[src/rtl/ps2_pkg.sv]
// Shared constants, frame FSM state type and watchdog sizing helper for the
// PS/2 keyboard receiver.
package ps2_pkg;

    localparam logic [7:0] PS2_EXT = 8'hE0;
    localparam logic [7:0] PS2_BRK = 8'hF0;

    typedef enum logic [1:0] {
        IDLE   = 2'd0,
        DATA   = 2'd1,
        PARITY = 2'd2,
        STOP   = 2'd3
    } ps2_state_e;

    // Watchdog limit in system clock cycles; integer MHz clocks assumed.
    function automatic int unsigned timeout_cycles(input int unsigned clk_hz,
                                                   input int unsigned timeout_us);
        return (clk_hz / 32'd1_000_000) * timeout_us;
    endfunction

endpackage

[src/rtl/ps2_key_rx_sync_filter.sv]
// Brings the raw PS/2 pins into the system clock domain, debounces the PS/2
// clock and produces a one-cycle strobe on each accepted falling edge.
module ps2_sync_filter
    import ps2_pkg::*;
#(
    parameter int unsigned FILT = 8
) (
    input  logic clk_50m,
    input  logic rst,
    input  logic ps2_clk,
    input  logic ps2_data,
    output logic fe,
    output logic data_s
);

    localparam int unsigned CNT_W = (FILT > 1) ? $clog2(FILT) : 1;

    logic [1:0]       clk_sync_q, clk_sync_d;
    logic [1:0]       data_sync_q, data_sync_d;
    logic [CNT_W-1:0] cnt_q, cnt_d;
    logic             fclk_q, fclk_d;
    logic             fe_q, fe_d;

    // The counter tracks how many consecutive samples disagree with the
    // current filtered level; any agreeing sample restarts the run.
    always_comb begin
        clk_sync_d  = {clk_sync_q[0], ps2_clk};
        data_sync_d = {data_sync_q[0], ps2_data};
        cnt_d       = '0;
        fclk_d      = fclk_q;
        fe_d        = 1'b0;
        if (clk_sync_q[1] != fclk_q) begin
            if (cnt_q == CNT_W'(FILT - 1)) begin
                fclk_d = clk_sync_q[1];
                fe_d   = fclk_q;
            end else begin
                cnt_d = cnt_q + CNT_W'(1);
            end
        end
    end

    always_ff @(posedge clk_50m or negedge rst) begin
        if (!rst) begin
            clk_sync_q  <= 2'b11;
            data_sync_q <= 2'b11;
            cnt_q       <= '0;
            fclk_q      <= 1'b1;
            fe_q        <= 1'b0;
        end else begin
            clk_sync_q  <= clk_sync_d;
            data_sync_q <= data_sync_d;
            cnt_q       <= cnt_d;
            fclk_q      <= fclk_d;
            fe_q        <= fe_d;
        end
    end

    assign fe     = fe_q;
    assign data_s = data_sync_q[1];

endmodule

[src/rtl/ps2_key_rx.sv]
// PS/2 keyboard receiver: deframes 11-bit frames, checks parity and stop bit,
// drops release codes and presents one make code per key press.
module ps2_key_rx
    import ps2_pkg::*;
#(
    parameter int unsigned CLK_HZ     = 50_000_000,
    parameter int unsigned TIMEOUT_US = 200,
    parameter int unsigned FILT       = 8
) (
    input  logic       clk_50m,
    input  logic       rst,
    input  logic       ps2_clk,
    input  logic       ps2_data,
    output logic [7:0] keyCode,
    output logic       dataReady,
    output logic       extended,
    output logic       frameErr
);

    localparam int unsigned TO_CYC = timeout_cycles(CLK_HZ, TIMEOUT_US);
    localparam int unsigned WD_W   = $clog2(TO_CYC + 1);

    logic fe;
    logic data_s;

    ps2_sync_filter #(
        .FILT(FILT)
    ) u_sync_filter (
        .clk_50m (clk_50m),
        .rst     (rst),
        .ps2_clk (ps2_clk),
        .ps2_data(ps2_data),
        .fe      (fe),
        .data_s  (data_s)
    );

    ps2_state_e      state_q, state_d;
    logic [2:0]      bit_cnt_q, bit_cnt_d;
    logic [7:0]      shift_q, shift_d;
    logic            par_q, par_d;
    logic [WD_W-1:0] wdog_q, wdog_d;
    logic [7:0]      key_q, key_d;
    logic            ext_q, ext_d;
    logic            rdy_q, rdy_d;
    logic            err_q, err_d;
    logic            ext_pend_q, ext_pend_d;
    logic            brk_pend_q, brk_pend_d;
    logic            frame_ok;
    logic            frame_bad;

    always_comb begin
        state_d   = state_q;
        bit_cnt_d = bit_cnt_q;
        shift_d   = shift_q;
        par_d     = par_q;
        wdog_d    = wdog_q;
        frame_ok  = 1'b0;
        frame_bad = 1'b0;

        unique case (state_q)
            IDLE: begin
                if (fe && !data_s) begin
                    state_d   = DATA;
                    bit_cnt_d = '0;
                end
            end
            DATA: begin
                if (fe) begin
                    shift_d   = {data_s, shift_q[7:1]};
                    bit_cnt_d = bit_cnt_q + 3'd1;
                    if (bit_cnt_q == 3'd7) begin
                        state_d = PARITY;
                    end
                end
            end
            PARITY: begin
                if (fe) begin
                    par_d   = data_s;
                    state_d = STOP;
                end
            end
            STOP: begin
                if (fe) begin
                    state_d = IDLE;
                    if (data_s && (^{shift_q, par_q})) begin
                        frame_ok = 1'b1;
                    end else begin
                        frame_bad = 1'b1;
                    end
                end
            end
            default: state_d = IDLE;
        endcase

        // An edge in the limit cycle wins over the timeout.
        if (state_q == IDLE || fe) begin
            wdog_d = '0;
        end else if (wdog_q == WD_W'(TO_CYC)) begin
            wdog_d    = '0;
            state_d   = IDLE;
            frame_bad = 1'b1;
        end else begin
            wdog_d = wdog_q + WD_W'(1);
        end
    end

    // Byte decoder: prefixes are remembered until the next non-prefix byte.
    always_comb begin
        key_d      = key_q;
        ext_d      = ext_q;
        rdy_d      = 1'b0;
        err_d      = 1'b0;
        ext_pend_d = ext_pend_q;
        brk_pend_d = brk_pend_q;
        if (frame_bad) begin
            err_d      = 1'b1;
            ext_pend_d = 1'b0;
            brk_pend_d = 1'b0;
        end else if (frame_ok) begin
            if (shift_q == PS2_EXT) begin
                ext_pend_d = 1'b1;
            end else if (shift_q == PS2_BRK) begin
                brk_pend_d = 1'b1;
            end else if (brk_pend_q) begin
                ext_pend_d = 1'b0;
                brk_pend_d = 1'b0;
            end else begin
                key_d      = shift_q;
                ext_d      = ext_pend_q;
                rdy_d      = 1'b1;
                ext_pend_d = 1'b0;
                brk_pend_d = 1'b0;
            end
        end
    end

    always_ff @(posedge clk_50m or negedge rst) begin
        if (!rst) begin
            state_q    <= IDLE;
            bit_cnt_q  <= '0;
            shift_q    <= '0;
            par_q      <= 1'b0;
            wdog_q     <= '0;
            key_q      <= '0;
            ext_q      <= 1'b0;
            rdy_q      <= 1'b0;
            err_q      <= 1'b0;
            ext_pend_q <= 1'b0;
            brk_pend_q <= 1'b0;
        end else begin
            state_q    <= state_d;
            bit_cnt_q  <= bit_cnt_d;
            shift_q    <= shift_d;
            par_q      <= par_d;
            wdog_q     <= wdog_d;
            key_q      <= key_d;
            ext_q      <= ext_d;
            rdy_q      <= rdy_d;
            err_q      <= err_d;
            ext_pend_q <= ext_pend_d;
            brk_pend_q <= brk_pend_d;
        end
    end

    assign keyCode   = key_q;
    assign extended  = ext_q;
    assign dataReady = rdy_q;
    assign frameErr  = err_q;

endmodule

[config.mk]
export PLATFORM = sky130hd
export DESIGN_NAME = ps2_key_rx
export DESIGN_NICKNAME = d
export VERILOG_FILES = /design/src/rtl/ps2_pkg.sv /design/src/rtl/ps2_key_rx_sync_filter.sv /design/src/rtl/ps2_key_rx.sv
export SDC_FILE = /design/constraint.sdc
export NUM_CORES = 1
export LEC_CHECK = 0
export ABC_AREA = 1
export BUFFER_PORTS_ARGS = -buffer_cell sky130_fd_sc_hd__buf_2
export CORE_ASPECT_RATIO = 0.9
export CORE_MARGIN = 2
export CORE_UTILIZATION = 54
export DETAILED_ROUTE_END_ITERATION = 7
export PLACE_DENSITY = 0.75
export SYNTH_ARGS = -nofsm -noshare
export SYNTH_HDL_FRONTEND = slang
export SYNTH_SLANG_ARGS = --single-unit
[constraint.sdc]
create_clock -name clk_50m -period 1.6 [get_ports clk_50m]
set_input_delay 0.08 -clock clk_50m [delete_from_list [all_inputs] [get_ports clk_50m]]
set_output_delay 0.08 -clock clk_50m [all_outputs]
set_load 0.02 [all_outputs]
==> flow_summary.ini, run 1 <==
[worst_hold_path]
hold_class = primary input to asynchronous set/reset pin

[setup_path]
required_ps = 1790
worstReg2RegStart = wdog_q[1]
critPathKind = flip-flop to flip-flop
rr_endpoint = extended
worstPathMaxFanout = 5
critical_path.startpoint_type = flip-flop
r2r_cells = 13
end_kind = flip-flop
rrSetupSlack_ps = 20
crit_arrival_ps = 1780

[power_and_ir_drop]
power_switching_mw = 0.5048
clockPowerShare = 0.337
peakVddDrop_v = 0.0007202
internal_power_mw = 1.725
seqPwrFrac = 0.603
power_frac_comb = 0.060
p_leak_nw = 1.469
swShare = 0.2264
powerDensity_nw_per_um2 = 725.0

[yosys]
seq_area_frac_synth = 0.5022
netlist_instances = 289
synth.top_cell.area_share = 0.4498
synth_top_cell_by_area = dfrtp_1
synth.distinct_cells = 36
synth_nets = 299
yosys_register_bits = 50
synth.area.top_cells = dfrtp_1 (45%), nand2_1 (9.6%), dfstp_2 (5.2%), inv_1 (4.6%), nand3_1 (3.4%)
syn_area_per_cell_um2 = 8.663
syn_area_um2 = 2504
yosysWarnings = 0

[finish]
final_common_cell = nand2_1
final_cell_area_um2 = 3075
postLayoutCoreUtil = 0.6895
area_growth_pct = 22.84
diodes = 0
nets = 345
mostFrequentLayoutCells = nand2_1 (58), dfrtp_1 (43), inv_1 (27)
final_layout_size_suffix_gt1_frac = 0.3542

[placed_design]
place_area_um2 = 2753
gp_routability_congestion = 0.8816
port_buffers = 14
place_hpwl_um = 3346

[sta]
fmax_mhz = 631.6
slew_viol_final = 0
worst_pin_slew_ps = 501.6
rsz0062_at_grt = true
max_slew_margin = 0.6656
min_period_ps = 1583
skew_ps = 5.073
post-route-period-util = 0.9896
tns_ps = 0
hold_viol_final = 0
hold_ws_ps = 278.4
setup_viol = 0

[status]
status = complete, no violations

[detailed_routing]
drc = 0
drt-initial-drc-count = 120
wire_per_inst_um = 12.45
vias = 2042
wl_um = 4955
drt_pass1_iterations = 4
ant_nets = 0
via_per_inst = 5.131

[clocking]
clkSlewWorstSetupHoldPaths_ps = 90
clock-root-buffer = clkbuf_8
clock-sinks = 50
cts_buffer_depth = 2
clock_latency_ps = 300
cts_made_buffers = 5
h-tree-depth = 2
cts_tree = done

[floorplanning]
ios = 15
die_h_um = 68.60
core-area_um2 = 4461
die_w_um = 75.78
start_util = 0.5613
rows = 23
dieArea_um2 = 5198

[grt]
track_usage = 0.2055
first_global_vias = 1811
grt_pass1_wl_um = 8100
grt-ovfl-total = 0
grt_start_max_net_pins = 30
antenna_found_initial = 0

[flow_run]
maxCapViolCount = 0
[metrics by stage]
stage	cells	total power, mW	setup slack, ps
global placement	378	1.492	15.08
floorplan	289	1.442	27.95
CTS	392	2.262	-1.055
detailed placement	378	1.499	-74.13
finish	398	2.230	16.62
global route	398	2.335	-98.43
[final cells by class]
class	count	area (um2)
fillers	343	1385
flip-flops and latches	50	1260
multi-input cells	191	1159
repair buffers	39	289.0
inverters	48	195.2
clock buffers	6	82.58
well taps	62	77.57
clock inverters	2	12.51
[cell families (layout without fill, tap and decap cells)]
kind of cell | after synthesis | count (layout) | synth area share
AOI/OAI and AO/OA | 40 | 40 | 0.09795
xor gates and xnor gates | 3 | 3 | 0.01050
adders and majority gates | 6 | 6 | 0.02998
buffers and inverters | 50 | 95 | 0.08345
DFF | 50 | 50 | 0.5023
muxes | 1 | 1 | 0.004497
and+or+nand+nor | 139 | 141 | 0.2714
[per-layer routing]
metal | GRT usage | share of wire
met1 | 0.2808 | 0.47
met2 | 0.3254 | 0.48
met3 | 0.04215 | 0.038
met4 | 0.07018 | 0.0089
met5 | 0 | 0
[timing repair]
item                                    4_1_cts  5_1_grt
resized for setup                             8       26
hold buffers                                  3        0
buffers inserted                              1        6
hold endpoints to repair                     19        0
pin swaps                                     8       16
endpoints found under the setup margin       10       18
cloned                                        2        0
[cells in the mapped netlist]
cell type   n
nand2_1    64
o211ai_1    1
nor3_2      1
nand3_2     1
ha_1        6
nand4_1     7
nand2_2     7
nor3_1      8
nor2_1     20
inv_1      31
dfrtp_1    45
inv_2      15
nor3b_1     1
and2_1      1
xnor2_1     2
nand2_4     2
a21oi_1     9
mux2_2      1
clkinv_4    1
nand2_8     1
o31ai_1     1
buf_12      1
xor2_1      1
o21ai_0    17
nand3b_1    1
o21ai_2     8
nor4_2      2
nand3_1    17
dfstp_2     5
nor2_4      1
o21bai_1    2
nor2_2      4
clkbuf_1    1
clkinv_1    1
nor4_1      1
a211oi_1    2
[power by group through the flow]
stage	combinational [mW]	sequential, mW	clock (mW)
detailed placement	0.129	1.37	0
floorplan	0.0779	1.36	0
CTS	0.136	1.35	0.780
finish	0.134	1.35	0.751
global route	0.162	1.35	0.823
global placement	0.125	1.37	0
[worst max path at each step]
stage	startpoint	cells past startpoint	end
after floorplan	wdog_q[0]	13	keyCode[6]
after global placement	wdog_q[0]	13	extended
after detailed placement	wdog_q[1]	13	extended
after CTS	wdog_q[1]	12	ext_pend_q
after global routing	wdog_q[0]	12	ext_pend_q
final	wdog_q[1]	13	extended
[worst max-delay path: stages (launching register included)]
cell	delay, ps
dfrtp_1	400
inv_2	80
ha_4	120
nand4_1	100
nor2_2	130
nand3_2	110
nand2_2	80
inv_2	40
nand2_4	100
clkinv_8	90
nand2_8	100
inv_4	40
nand2_2	50
nand2_2	50
[sequential cells by signal, summed over array words and instances (netlist names)]
name                       flops
u_sync_filter.data_sync_q      2
u_sync_filter.fe               1
wdog_q                        14
brk_pend_q                     1
dataReady                      1
extended                       1
keyCode                        8
u_sync_filter.cnt_q            3
state_q                        2
u_sync_filter.clk_sync_q       2
frameErr                       1
shift_q                        8
ext_pend_q                     1
par_q                          1
u_sync_filter.fclk_q           1
bit_cnt_q                      3
Note: power is estimated with default switching activity, not from simulation.
==> inputs of run 2 (changes only) <==
--- a/config.mk
+++ b/config.mk
@@ -9,9 +9,8 @@
 export BUFFER_PORTS_ARGS = -buffer_cell sky130_fd_sc_hd__buf_2
 export CORE_ASPECT_RATIO = 0.9
 export CORE_MARGIN = 2
-export CORE_UTILIZATION = 54
+export CORE_UTILIZATION = 30
 export DETAILED_ROUTE_END_ITERATION = 7
-export PLACE_DENSITY = 0.75
 export SYNTH_ARGS = -nofsm -noshare
 export SYNTH_HDL_FRONTEND = slang
 export SYNTH_SLANG_ARGS = --single-unit
==> flow_summary.ini, run 2 (same netlist as run 1, synthesis figures left out) <==
[detailed_routing]
wire_per_inst_um = 11.29
drt_pass1_iterations = 5
via_per_inst = 4.511
vias = 1985
drt-initial-drc-count = 109
ant_nets = 0
wl_um = 4966
drc = 0

[setup_path]
cp-startpoint = wdog_q[1]
worstReg2RegStart = wdog_q[1]
end_kind = flip-flop
required_ps = 1790
critical_path.startpoint_type = flip-flop
worstPathMaxFanout = 4
slowest_delay_ps = 420
crit_buf_inv = 4
cp_slowest_cell = dfrtp_1
path_cells = inv_2 > ha_4 > nand4_1 > nor2_2 > buf_4 > buf_4 > nand2_1 > nand2_2 > buf_4 > nor3b_2
cpMostUsedCell = buf_4
critPathKind = flip-flop to flip-flop
crit_family = simple AND/OR/NAND/NOR gates
crit_arrival_ps = 1770

[sta]
hold_viol_final = 0
slew_viol_final = 0
setup_viol = 0
worst_pin_slew_ps = 510.6
max_slew_margin = 0.6596
rsz0062_at_grt = true
skew_ps = 14.23
fmax_mhz = 630.5
min_period_ps = 1586
post-route-period-util = 0.9913

[clocking]
cts_buffer_depth = 2
cts_tree = done
clkSlewWorstSetupHoldPaths_ps = 100
clock-sinks = 50
clock_latency_ps = 300
cts_made_buffers = 5
clock-root-buffer = clkbuf_8
h-tree-depth = 2

[grt]
grt_start_max_net_pins = 31
grt-ovfl-total = 0
antenna_found_initial = 0
track_usage = 0.1105
grt_pass1_wl_um = 8114
first_global_vias = 1830

[finish]
stdcell_count = 440
regArea_um2 = 1259
area_growth_pct = 27.74
final_cell_area_um2 = 3198
top_register = wdog_q
multi_input_area_um2 = 1186
nets = 350
fill_cells = 801
mostFrequentLayoutCells = nand2_1 (56), dfrtp_1 (44), inv_1 (26)
diodes = 0
final_common_cell = nand2_1
final_layout_size_suffix_gt1_frac = 0.3724
largest_reg_flops = 14

[placed_design]
place_area_um2 = 2836
gp_routability_congestion = 0.8144
dp_cells = 420
port_buffers = 14
place_hpwl_um = 3404

[floorplanning]
dieArea_um2 = 9093
core-area_um2 = 8068
die_h_um = 90.67
rows = 31
start_util = 0.3103
ios = 15
die_w_um = 100.3

[flow_run]
maxCapViolCount = 0

[power_and_ir_drop]
p_leak_nw = 1.531
peakVddDrop_v = 0.0003512
powerDensity_nw_per_um2 = 740.9

[status]
status = complete, no violations

[worst_hold_path]
hold_class = primary input to asynchronous set/reset pin
run 2: cell types whose count changed in the layout (fill, tap and decap cells not counted), sizes merged:
| cell | previous run | this run |
|---|---|---|
| buf | 36 | 42 |
| bufinv | 0 | 1 |
| clkbuf | 6 | 7 |
| clkinv | 3 | 1 |
| clkinvlp | 1 | 0 |
| inv | 46 | 47 |
| nand2 | 76 | 75 |
run 2: layout make-up:
class,count,share of cell area
multi-input cells,190,0.3709
inverters,48,0.06025
flip-flops and latches,50,0.3936
clock inverters,1,0.009390
clock buffers,7,0.02387
repair buffers,45,0.1033
well taps,99,0.03873
run 2: worst paths after layout:
| kind | end | slack, ps | cells past startpoint |
|---|---|---|---|
| worst max-delay path | wdog_q[4] | 10 | 10 |
| worst min-delay path | wdog_q[5] | 280 | 2 |
| worst max register to register | wdog_q[4] | 10 | 10 |
| worst min register to register | u_sync_filter.clk_sync_q[1] | 360 | 0 |
| max in group asynchronous | shift_q[4] | 770 | 3 |
| min in group clk_50m | u_sync_filter.clk_sync_q[1] | 360 | 0 |
run 2: report_power, final:
group	total [mW]	switching, mW	internal [mW]	leakage, nW
Sequential	1.35	0.0257	1.32	0.677
Combinational	0.133	0.0756	0.0572	0.801
Clock	0.891	0.422	0.469	0.0524
run 2: worst register-to-register path: stages, from the launching register on:
cell     delay (ps)
dfrtp_1         420
inv_2            90
ha_4            120
nand4_1         100
nor2_2          140
buf_4           120
buf_4            90
nand2_1          50
nand2_2         140
buf_4           160
nor3b_2          40
run 2: per-layer routing:
layer  global-route usage  routed length (um)  up-vias
met2               0.1756                2310       35
met5                    0                   0        -
met3              0.02399                 167        4
li1                     -                   -     1034
met4              0.03767                  36        0
met1               0.1486                2452      912
run 2: what timing repair did:
item                       4_1_cts  5_1_grt
setup endpoints to repair       11       29
cloned                           1        0
buffers inserted                 2        6
pin swaps                        7       18
gates resized for setup          6       40
hold endpoints to repair        17        0
hold buffers                     3        0
run 2: per-stage QoR:
stage / util / hold WS (ps) / TNS (ps) / worst slack [ps] / power, mW
2_1_floorplan: - / -215.6 / 0 / 27.95 / 1.442
3_3_place_gp: 0.3516 / 71.08 / -9.098 / -9.098 / 1.495
3_5_place_dp: 0.3516 / 91.22 / -242.0 / -68.63 / 1.501
4_1_cts: 0.3741 / 292.2 / -48.27 / -10.02 / 2.412
5_1_grt: 0.3964 / 339.7 / -1394 / -101.7 / 2.467
6_report: 0.3964 / 276.0 / 0 / 13.98 / 2.369
